### config.mk
export PLATFORM = sky130hd
export DESIGN_NAME = acc_alu_seq
export DESIGN_NICKNAME = d
export VERILOG_FILES = /design/src/rtl/acc_alu_seq.sv
export SDC_FILE = /design/constraint.sdc
export NUM_CORES = 1
export LEC_CHECK = 0
export CAP_MARGIN = 5
export CORE_MARGIN = 2
export CORE_UTILIZATION = 40
export CTS_BUF_LIST = sky130_fd_sc_hd__clkbuf_8
export CTS_CLUSTER_DIAMETER = 150
export DETAILED_ROUTE_END_ITERATION = 7
export PLACE_DENSITY = 0.62
export SETUP_SLACK_MARGIN = 0.15
export SLEW_MARGIN = 20
export SYNTH_ARGS = -nofsm -noshare
export SYNTH_HDL_FRONTEND = slang
export SYNTH_SLANG_ARGS = --single-unit
### constraint.sdc
create_clock -name clk -period 4.9 [get_ports clk]
set_input_delay 0.49 -clock clk [delete_from_list [all_inputs] [get_ports clk]]
set_output_delay 0.49 -clock clk [all_outputs]
set_load 0.01 [all_outputs]
### src/rtl/acc_alu_seq.sv
// Execute stage: accumulator ALU with single-cycle ops and bit-serial shifts/multiply.
// Optional build macro ACC_ALU_MUL_EN enables the iterative shift-add multiply (op 9).
module acc_alu_seq #(
  parameter int unsigned DW  = 8,
  parameter int unsigned OPW = 4
) (
  input  logic           clk,
  input  logic           reset,
  input  logic           start,
  input  logic [OPW-1:0] op,
  input  logic [DW-1:0]  acc_in,
  input  logic [DW-1:0]  opnd_in,
  input  logic           flag_in,
  output logic           busy,
  output logic           done,
  output logic [DW-1:0]  result,
  output logic           flag_out,
  output logic           wr_en
);
  localparam int unsigned SW = $clog2(DW);
  localparam int unsigned CW = $clog2(DW + 1);

  localparam logic [OPW-1:0] OpAdd = OPW'(1);
  localparam logic [OPW-1:0] OpSub = OPW'(2);
  localparam logic [OPW-1:0] OpAnd = OPW'(3);
  localparam logic [OPW-1:0] OpOr  = OPW'(4);
  localparam logic [OPW-1:0] OpXor = OPW'(5);
  localparam logic [OPW-1:0] OpCmp = OPW'(6);
  localparam logic [OPW-1:0] OpShl = OPW'(7);
  localparam logic [OPW-1:0] OpShr = OPW'(8);
  localparam logic [OPW-1:0] OpMul = OPW'(9);
  localparam logic [OPW-1:0] OpAdc = OPW'(10);

  typedef enum logic [1:0] {StIdle, StExec, StDone} state_e;

  state_e         state_q;
  logic [OPW-1:0] op_q;
  logic [DW-1:0]  work_q;
  logic [CW-1:0]  cnt_q;
  logic           busy_q, done_q, wr_en_q, flag_q;
  logic [DW-1:0]  result_q;
`ifdef ACC_ALU_MUL_EN
  logic [DW-1:0]   mcand_q;
  logic [2*DW-1:0] prod_q, prod_d;
  logic [DW:0]     psum;
`endif

  logic [DW:0]   add_w, adc_w, sub_w;
  logic [SW-1:0] k_w;
  logic [DW-1:0] sc_res;
  logic          sc_flag, sc_wr, sc_iter;
  logic [CW-1:0] sc_cnt;

  assign add_w = {1'b0, acc_in} + {1'b0, opnd_in};
  assign adc_w = add_w + {{DW{1'b0}}, flag_in};
  assign sub_w = {1'b0, acc_in} - {1'b0, opnd_in};
  assign k_w   = opnd_in[SW-1:0];

  // Decode at the start edge; NOP keeps the previous result/flag.
  always_comb begin
    sc_res  = result_q;
    sc_flag = flag_q;
    sc_wr   = 1'b1;
    sc_iter = 1'b0;
    sc_cnt  = CW'(k_w);
    case (op)
      OpAdd: begin sc_res = add_w[DW-1:0]; sc_flag = add_w[DW]; end
      OpAdc: begin sc_res = adc_w[DW-1:0]; sc_flag = adc_w[DW]; end
      OpSub: begin sc_res = sub_w[DW-1:0]; sc_flag = sub_w[DW]; end
      OpAnd: begin sc_res = acc_in & opnd_in; sc_flag = ~|(acc_in & opnd_in); end
      OpOr:  begin sc_res = acc_in | opnd_in; sc_flag = ~|(acc_in | opnd_in); end
      OpXor: begin sc_res = acc_in ^ opnd_in; sc_flag = ~|(acc_in ^ opnd_in); end
      OpCmp: begin sc_res = acc_in; sc_flag = (acc_in == opnd_in); end
      OpShl, OpShr: begin
        if (k_w == '0) begin
          sc_res  = acc_in;
          sc_flag = 1'b0;
        end else begin
          sc_iter = 1'b1;
        end
      end
`ifdef ACC_ALU_MUL_EN
      OpMul: begin sc_iter = 1'b1; sc_cnt = CW'(DW); end
`endif
      default: sc_wr = 1'b0;
    endcase
  end

  logic [DW-1:0] step_work, fin_res;
  logic          fin_flag;

  // One iteration step; fin_* is the value committed on the last step.
  always_comb begin
    if (op_q == OpShl) begin
      step_work = {work_q[DW-2:0], 1'b0};
      fin_flag  = work_q[DW-1];
    end else begin
      step_work = {1'b0, work_q[DW-1:1]};
      fin_flag  = work_q[0];
    end
    fin_res = step_work;
`ifdef ACC_ALU_MUL_EN
    psum   = {1'b0, prod_q[2*DW-1:DW]} + (prod_q[0] ? {1'b0, mcand_q} : '0);
    prod_d = {psum, prod_q[DW-1:1]};
    if (op_q == OpMul) begin
      fin_res  = prod_d[DW-1:0];
      fin_flag = |prod_d[2*DW-1:DW];
    end
`endif
  end

  always_ff @(posedge clk) begin
    if (reset) begin
      state_q  <= StIdle;
      op_q     <= '0;
      work_q   <= '0;
      cnt_q    <= '0;
      busy_q   <= 1'b0;
      done_q   <= 1'b0;
      wr_en_q  <= 1'b0;
      flag_q   <= 1'b0;
      result_q <= '0;
`ifdef ACC_ALU_MUL_EN
      mcand_q  <= '0;
      prod_q   <= '0;
`endif
    end else begin
      case (state_q)
        StIdle: begin
          done_q  <= 1'b0;
          wr_en_q <= 1'b0;
          if (start) begin
            op_q   <= op;
            work_q <= acc_in;
            cnt_q  <= sc_cnt;
`ifdef ACC_ALU_MUL_EN
            mcand_q <= opnd_in;
            prod_q  <= {{DW{1'b0}}, acc_in};
`endif
            if (sc_iter) begin
              state_q <= StExec;
              busy_q  <= 1'b1;
            end else begin
              state_q  <= StDone;
              done_q   <= 1'b1;
              wr_en_q  <= sc_wr;
              result_q <= sc_res;
              flag_q   <= sc_flag;
            end
          end
        end
        StExec: begin
          work_q <= step_work;
          cnt_q  <= cnt_q - CW'(1);
`ifdef ACC_ALU_MUL_EN
          prod_q <= prod_d;
`endif
          if (cnt_q == CW'(1)) begin
            state_q  <= StDone;
            busy_q   <= 1'b0;
            done_q   <= 1'b1;
            wr_en_q  <= 1'b1;
            result_q <= fin_res;
            flag_q   <= fin_flag;
          end
        end
        StDone: begin
          state_q <= StIdle;
          done_q  <= 1'b0;
          wr_en_q <= 1'b0;
        end
        default: state_q <= StIdle;
      endcase
    end
  end

  assign busy     = busy_q;
  assign done     = done_q;
  assign wr_en    = wr_en_q;
  assign result   = result_q;
  assign flag_out = flag_q;

endmodule

==> results of run 1 <==
## worst max-delay path, cell delays in order
cell and delay (ps):
sky130_fd_sc_hd__clkdlybuf4s50_1 590, sky130_fd_sc_hd__inv_1 150, sky130_fd_sc_hd__ha_1 500, sky130_fd_sc_hd__nor2_1 130
sky130_fd_sc_hd__a221oi_1 470, sky130_fd_sc_hd__mux2_2 390, sky130_fd_sc_hd__a2111oi_0 630, sky130_fd_sc_hd__a211oi_1 120
sky130_fd_sc_hd__a211oi_1 250, sky130_fd_sc_hd__a211oi_1 100
## where the power goes
group	switching, mW	internal [mW]
combinational	0.220	0.152
clock	0.0888	0.108
sequential	0.0179	0.269
total	0.327	0.529
## logic make-up after synthesis
| logic type | share of synthesized area, % |
|---|---|
| compound gates | 31.3 |
| xor+xnor | 2.13 |
| fa+ha+maj | 13.4 |
| buf+inv | 7.00 |
| flops | 18.3 |
| mux | 4.07 |
| simple gates | 23.8 |
## worst paths after layout
| check | startpoint | depth (start not counted) | end |
|---|---|---|---|
| hold reg to reg | result[0] | 2 | result[0] |
| hold / removal | result[0] | 2 | result[0] |
| setup / recovery | opnd_in[2] | 10 | result[5] |
| setup reg to reg | state_q[1] | 9 | result[7] |
## cells in the final DEF (no fill, tap or decap), drive strengths merged, types with 5 or more instances in the layout
master          n
a2111oi         5
a211oi         14
a21o            7
a21oi          36
a221oi          6
a22oi          10
buf             7
clkbuf          6
clkdlybuf4s50  34
dfxtp          30
ha             32
inv            28
mux2i          10
nand2          46
nand2b          5
nand3          14
nor2           43
nor2b          10
nor3            6
o211ai          5
o21ai          22
o22ai          10
## metal layers
metal,track usage [%],routed length [um],share of wire [%],up-vias
met5,0,0,0,-
met3,3.43,817,8.0,16
met1,33.7,4720,46,1618
met4,7.13,215,2.1,0
li1,-,-,-,1688
met2,35.1,4460,44,173
## layout make-up
class	instances	area, um2
fillers	841	4320
inverters	29	109
flip-flops and latches	30	601
well taps	105	131
clock buffers	6	82.6
repair buffers	41	390
multi-input cells	362	2460
## metrics by stage
stage	std cells	worst slack, ps	util, %	hold slack, ps	total power, mW
after floorplan	449	2050	-	431	0.538
after global placement	567	1010	45.7	439	0.656
after detailed placement	567	1010	45.7	446	0.655
after CTS	573	1310	46.7	454	0.854
after global routing	573	1100	46.6	471	0.908
final	573	1220	46.6	450	0.856
## flip-flops by register name (all words and copies together), names as in the netlist
register and cells:
busy 1, done 1, flag_out 1, state_q 2, work_q 8, result 8, wr_en 1, op_q 4
cnt_q 4
==> reports/qor.csv, run 1 <==
metric,value,unit
status,completed,
Slew Limit Headroom,35.0,%
via-per-instance ratio,6.10,
DRT iter0 DRCs,338,
"reg-to-reg slack, setup",1930,ps
area share of the leading cell type in the synthesized netlist,18.3,%
worst hold path type,reg2reg,
number of distinct standard cells referenced by the synthesized netlist,70,
start-to-end type of the worst setup path,in2reg,
vias in the first global route,3121,
Nets,527,
final count of hold timing violations,0,
CORE AREA,0.00809,mm2
final setup violation count,0,
antenna violations before repair,0,
H-tree Lvls,2,
arrival time at the worst endpoint,3820,ps
length of the first detailed-routing pass in iterations,5,
fmax,0.272,GHz
number of input and output port buffers inserted,35,
DIE AREA,0.00897,mm2
clock-pin slew on the worst setup and hold paths,60,ps
area delta synth->final,14.7,%
gpl congestion,1.00,
wire length per cell,17.8,um
CTS tree,done,
largest net degree at the start of global routing,31,
global router's overall resource usage,23.2,%
clock root cell,sky130_fd_sc_hd__clkbuf_8,
number of nets in the synthesized netlist,507,
global-route wire length before repair,16200,um
final worst path period share,75.1,%
buffers inserted by post-CTS timing repair,0,
insertion delay of the later-clocked pin in the worst-skew pair,280,ps
Area after DPL,0.00369,mm2
maximum vdd drop,0.102,mV
overall via count from detail_route,3495,
HPWL Detailed,7860,um
number of max-cap violations,0,
ANT cells,0,
RSZ-0062 raised after global routing,no,
leak pwr,1.52,nW
most common cell in the netlist,sky130_fd_sc_hd__nand2_1,
horizontal extent of the die,94.7,um
fraction of registers with async set or reset after synthesis,0,%
most area-consuming cells after synthesis,"sky130_fd_sc_hd__dfxtp_1, sky130_fd_sc_hd__ha_1, sky130_fd_sc_hd__a21oi_1",
standard-cell row count,33,
proportion of synthesized chip area in sequential cells,18.3,%
minimum period implied by the final worst setup slack,3680,ps
CP startpoint kind,input pin,
maximum fanout encountered on the critical timing path,10,
number of placed I/O pins,36,
clk buf depth,2,
count of antenna-violating nets left after detailed routing,0,
summed negative setup slack over all endpoints,0,ps
cts repair resizes,0,
synthesized area per cell,7.33,um2
Post-Synthesis Cell Area,0.00329,mm2
routed wire length,10200,um
starting density of the core,40.6,%
number of synthesized flops with an enable pin,0,
fraction of layout cells with a size suffix above 1,5.13,%
Worst Clk Skew,7.43,ps
CP endpoint kind,register,
post-synthesis cell type with the largest combined area,sky130_fd_sc_hd__dfxtp_1,
CTS Buf Count,5,
Gate Count Post-Synth,449,
Synth warnings,0,
Worst Path Required,5040,ps
total global routing overflow,0,
Layout Cell Area excl Fill,0.00377,mm2
most frequently used flop master after synthesis,sky130_fd_sc_hd__dfxtp_1,
cell area power density,227,mW/mm2
#FFs+latches synth,30,
leading post-synthesis cells by instance count,"sky130_fd_sc_hd__nand2_1, sky130_fd_sc_hd__nor2_1, sky130_fd_sc_hd__a21oi_1, sky130_fd_sc_hd__ha_1, sky130_fd_sc_hd__dfxtp_1",
die boundary height,94.7,um
max-slew violation count,0,
Tightest Pin Transition,974,ps
number of buffers added to fix hold violations after cts,0,
drc violations,0,
number of sinks on the clock net,30,
No activity file was read; power rests on OpenSTA's default activity.
==> run 2, diff against run 1 <==
--- a/config.mk
+++ b/config.mk
@@ -11,7 +11,7 @@
 export CTS_BUF_LIST = sky130_fd_sc_hd__clkbuf_8
 export CTS_CLUSTER_DIAMETER = 150
 export DETAILED_ROUTE_END_ITERATION = 7
-export PLACE_DENSITY = 0.62
+export PLACE_DENSITY = 0.64
 export SETUP_SLACK_MARGIN = 0.15
 export SLEW_MARGIN = 20
 export SYNTH_ARGS = -nofsm -noshare
==> constraint.sdc (replaced) <==
create_clock -name clk -period 3.1 [get_ports clk]
set_input_delay 0.31 -clock clk [delete_from_list [all_inputs] [get_ports clk]]
set_output_delay 0.31 -clock clk [all_outputs]
set_load 0.01 [all_outputs]
==> reports/qor.csv, run 2 (same netlist as run 1, synthesis figures left out) <==
metric,value,unit
area delta synth->final,32.9,%
global router's overall resource usage,25.2,%
clk buf depth,2,
number of placed I/O pins,36,
leak pwr,1.88,nW
cell area power density,356,mW/mm2
number of max-cap violations,0,
number of sinks on the clock net,30,
ANT cells,0,
fraction of layout cells with a size suffix above 1,18.5,%
CORE AREA,0.00809,mm2
arrival time at the worst endpoint,3060,ps
total global routing overflow,0,
number of input and output port buffers inserted,35,
switching part of the total,36.2,%
status,completed,
start-to-end type of the worst setup path,in2reg,
antenna violations before repair,0,
die boundary height,94.7,um
CP startpoint kind,input pin,
most frequent cells in the layout,"sky130_fd_sc_hd__buf_4, sky130_fd_sc_hd__nand2_1, sky130_fd_sc_hd__nor2_1, sky130_fd_sc_hd__a21oi_1, sky130_fd_sc_hd__clkdlybuf4s50_1",
overall via count from detail_route,3760,
via-per-instance ratio,5.83,
fmax,0.346,GHz
count of antenna-violating nets left after detailed routing,0,
H-tree Lvls,2,
Worst Clk Skew,8.53,ps
global-route wire length before repair,17800,um
clock-pin slew on the worst setup and hold paths,70,ps
final setup violation count,0,
"most common cell after layout, fill and taps aside",sky130_fd_sc_hd__buf_4,
final count of hold timing violations,0,
net switching power,0.562,mW
maximum fanout encountered on the critical timing path,3,
clock root cell,sky130_fd_sc_hd__clkbuf_8,
minimum period implied by the final worst setup slack,2890,ps
launching instance or port of the critical path,acc_in[0],
Worst R2R Start,state_q[0],
vias in the first global route,3548,
Int Pwr,0.993,mW
part of the power in combinational logic,45.6,%
gpl congestion,0.939,
share of total power in the clock network,25.3,%
CTS Buf Count,5,
DIE AREA,0.00897,mm2
CP endpoint kind,register,
final worst path period share,93.2,%
max-slew violation count,0,
drc violations,0,
starting density of the core,40.6,%
RSZ-0062 raised after global routing,yes,
Worst Path Required,3270,ps
CTS tree,done,
routed wire length,11000,um
startpoint of the tightest hold check path,result[3],
Tightest Pin Transition,784,ps
portion of total power attributed to sequential cells,29.1,%
worst hold margin,447,ps
maximum vdd drop,0.194,mV
standard-cell row count,33,
DRT iter0 DRCs,369,
HPWL Detailed,8790,um
horizontal extent of the die,94.7,um
final core occ,54.0,%
worst hold path type,reg2reg,
wire length per cell,17.0,um
length of the first detailed-routing pass in iterations,5,
total of fill cells in the finished design,793,
largest net degree at the start of global routing,35,
insertion delay of the later-clocked pin in the worst-skew pair,290,ps
Slew Limit Headroom,47.0,%
Nets,597,
run 2: cell types whose count changed in the layout (fill, tap and decap cells not counted), sizes merged:
| cell | before | now |
|---|---|---|
| buf | 7 | 76 |
| clkinv | 1 | 3 |
| bufinv | 0 | 1 |
| clkbuf | 6 | 5 |
| clkdlybuf4s50 | 34 | 35 |
run 2: per-stage QoR:
step	cells	setup TNS [ps]	power, mW	area [um2]	worst slack, ps
after floorplan	449	0	0.850	3290	431
after global placement	636	-533	1.13	4210	-355
after detailed placement	636	-657	1.14	4210	-387
after CTS	644	0	1.54	4340	168
after global routing	645	0	1.65	4370	124
final	645	0	1.56	4370	210
run 2: what timing repair did:
action / CTS / global route
resized for setup: 4 / 5
pin swaps: 0 / 2
setup buffers: 0 / 1
setup endpoints to repair: 2 / 5
hold buffers: 0 / 0
run 2: area by class of cell:
type / count / area (um2) / area share, %
Multi-Input combinational cell: 362 / 2500 / 57.2
Timing Repair Buffer: 111 / 921 / 21.1
Inverter: 29 / 109 / 2.49
Clock buffer: 5 / 68.8 / 1.57
Clock inverter: 3 / 40.0 / 0.916
Sequential cell: 30 / 601 / 13.7
Tap cell: 105 / 131 / 3.01
run 2: path summary, 6_finish.rpt:
check              end  slack, ps  cells after the start
max          result[1]        210                     11
min          result[3]        450                      2
max reg2reg  result[7]       1060                      8
min reg2reg  result[3]        450                      2
run 2: layer usage:
layer	global-route usage [%]	wire, um
met1	35.9	4900
met2	39.5	4960
met3	4.07	853
met4	6.28	252
met5	0	0
run 2: worst max-delay path: stages:
cell	delay [ps]
sky130_fd_sc_hd__clkdlybuf4s50_1	420
sky130_fd_sc_hd__ha_1	240
sky130_fd_sc_hd__fa_2	570
sky130_fd_sc_hd__ha_1	240
sky130_fd_sc_hd__a32oi_1	190
sky130_fd_sc_hd__o22ai_1	120
sky130_fd_sc_hd__a2111oi_1	580
sky130_fd_sc_hd__buf_4	200
sky130_fd_sc_hd__a21oi_1	30
sky130_fd_sc_hd__nand2_1	90
sky130_fd_sc_hd__a21oi_1	60
run 2: power groups by stage:
stage	combinational, mW	sequential, mW	clock [mW]
2_1_floorplan	0.388	0.462	0
3_3_place_gp	0.675	0.459	0
3_5_place_dp	0.684	0.460	0
4_1_cts	0.692	0.452	0.399
5_1_grt	0.776	0.456	0.419
6_report	0.710	0.452	0.394
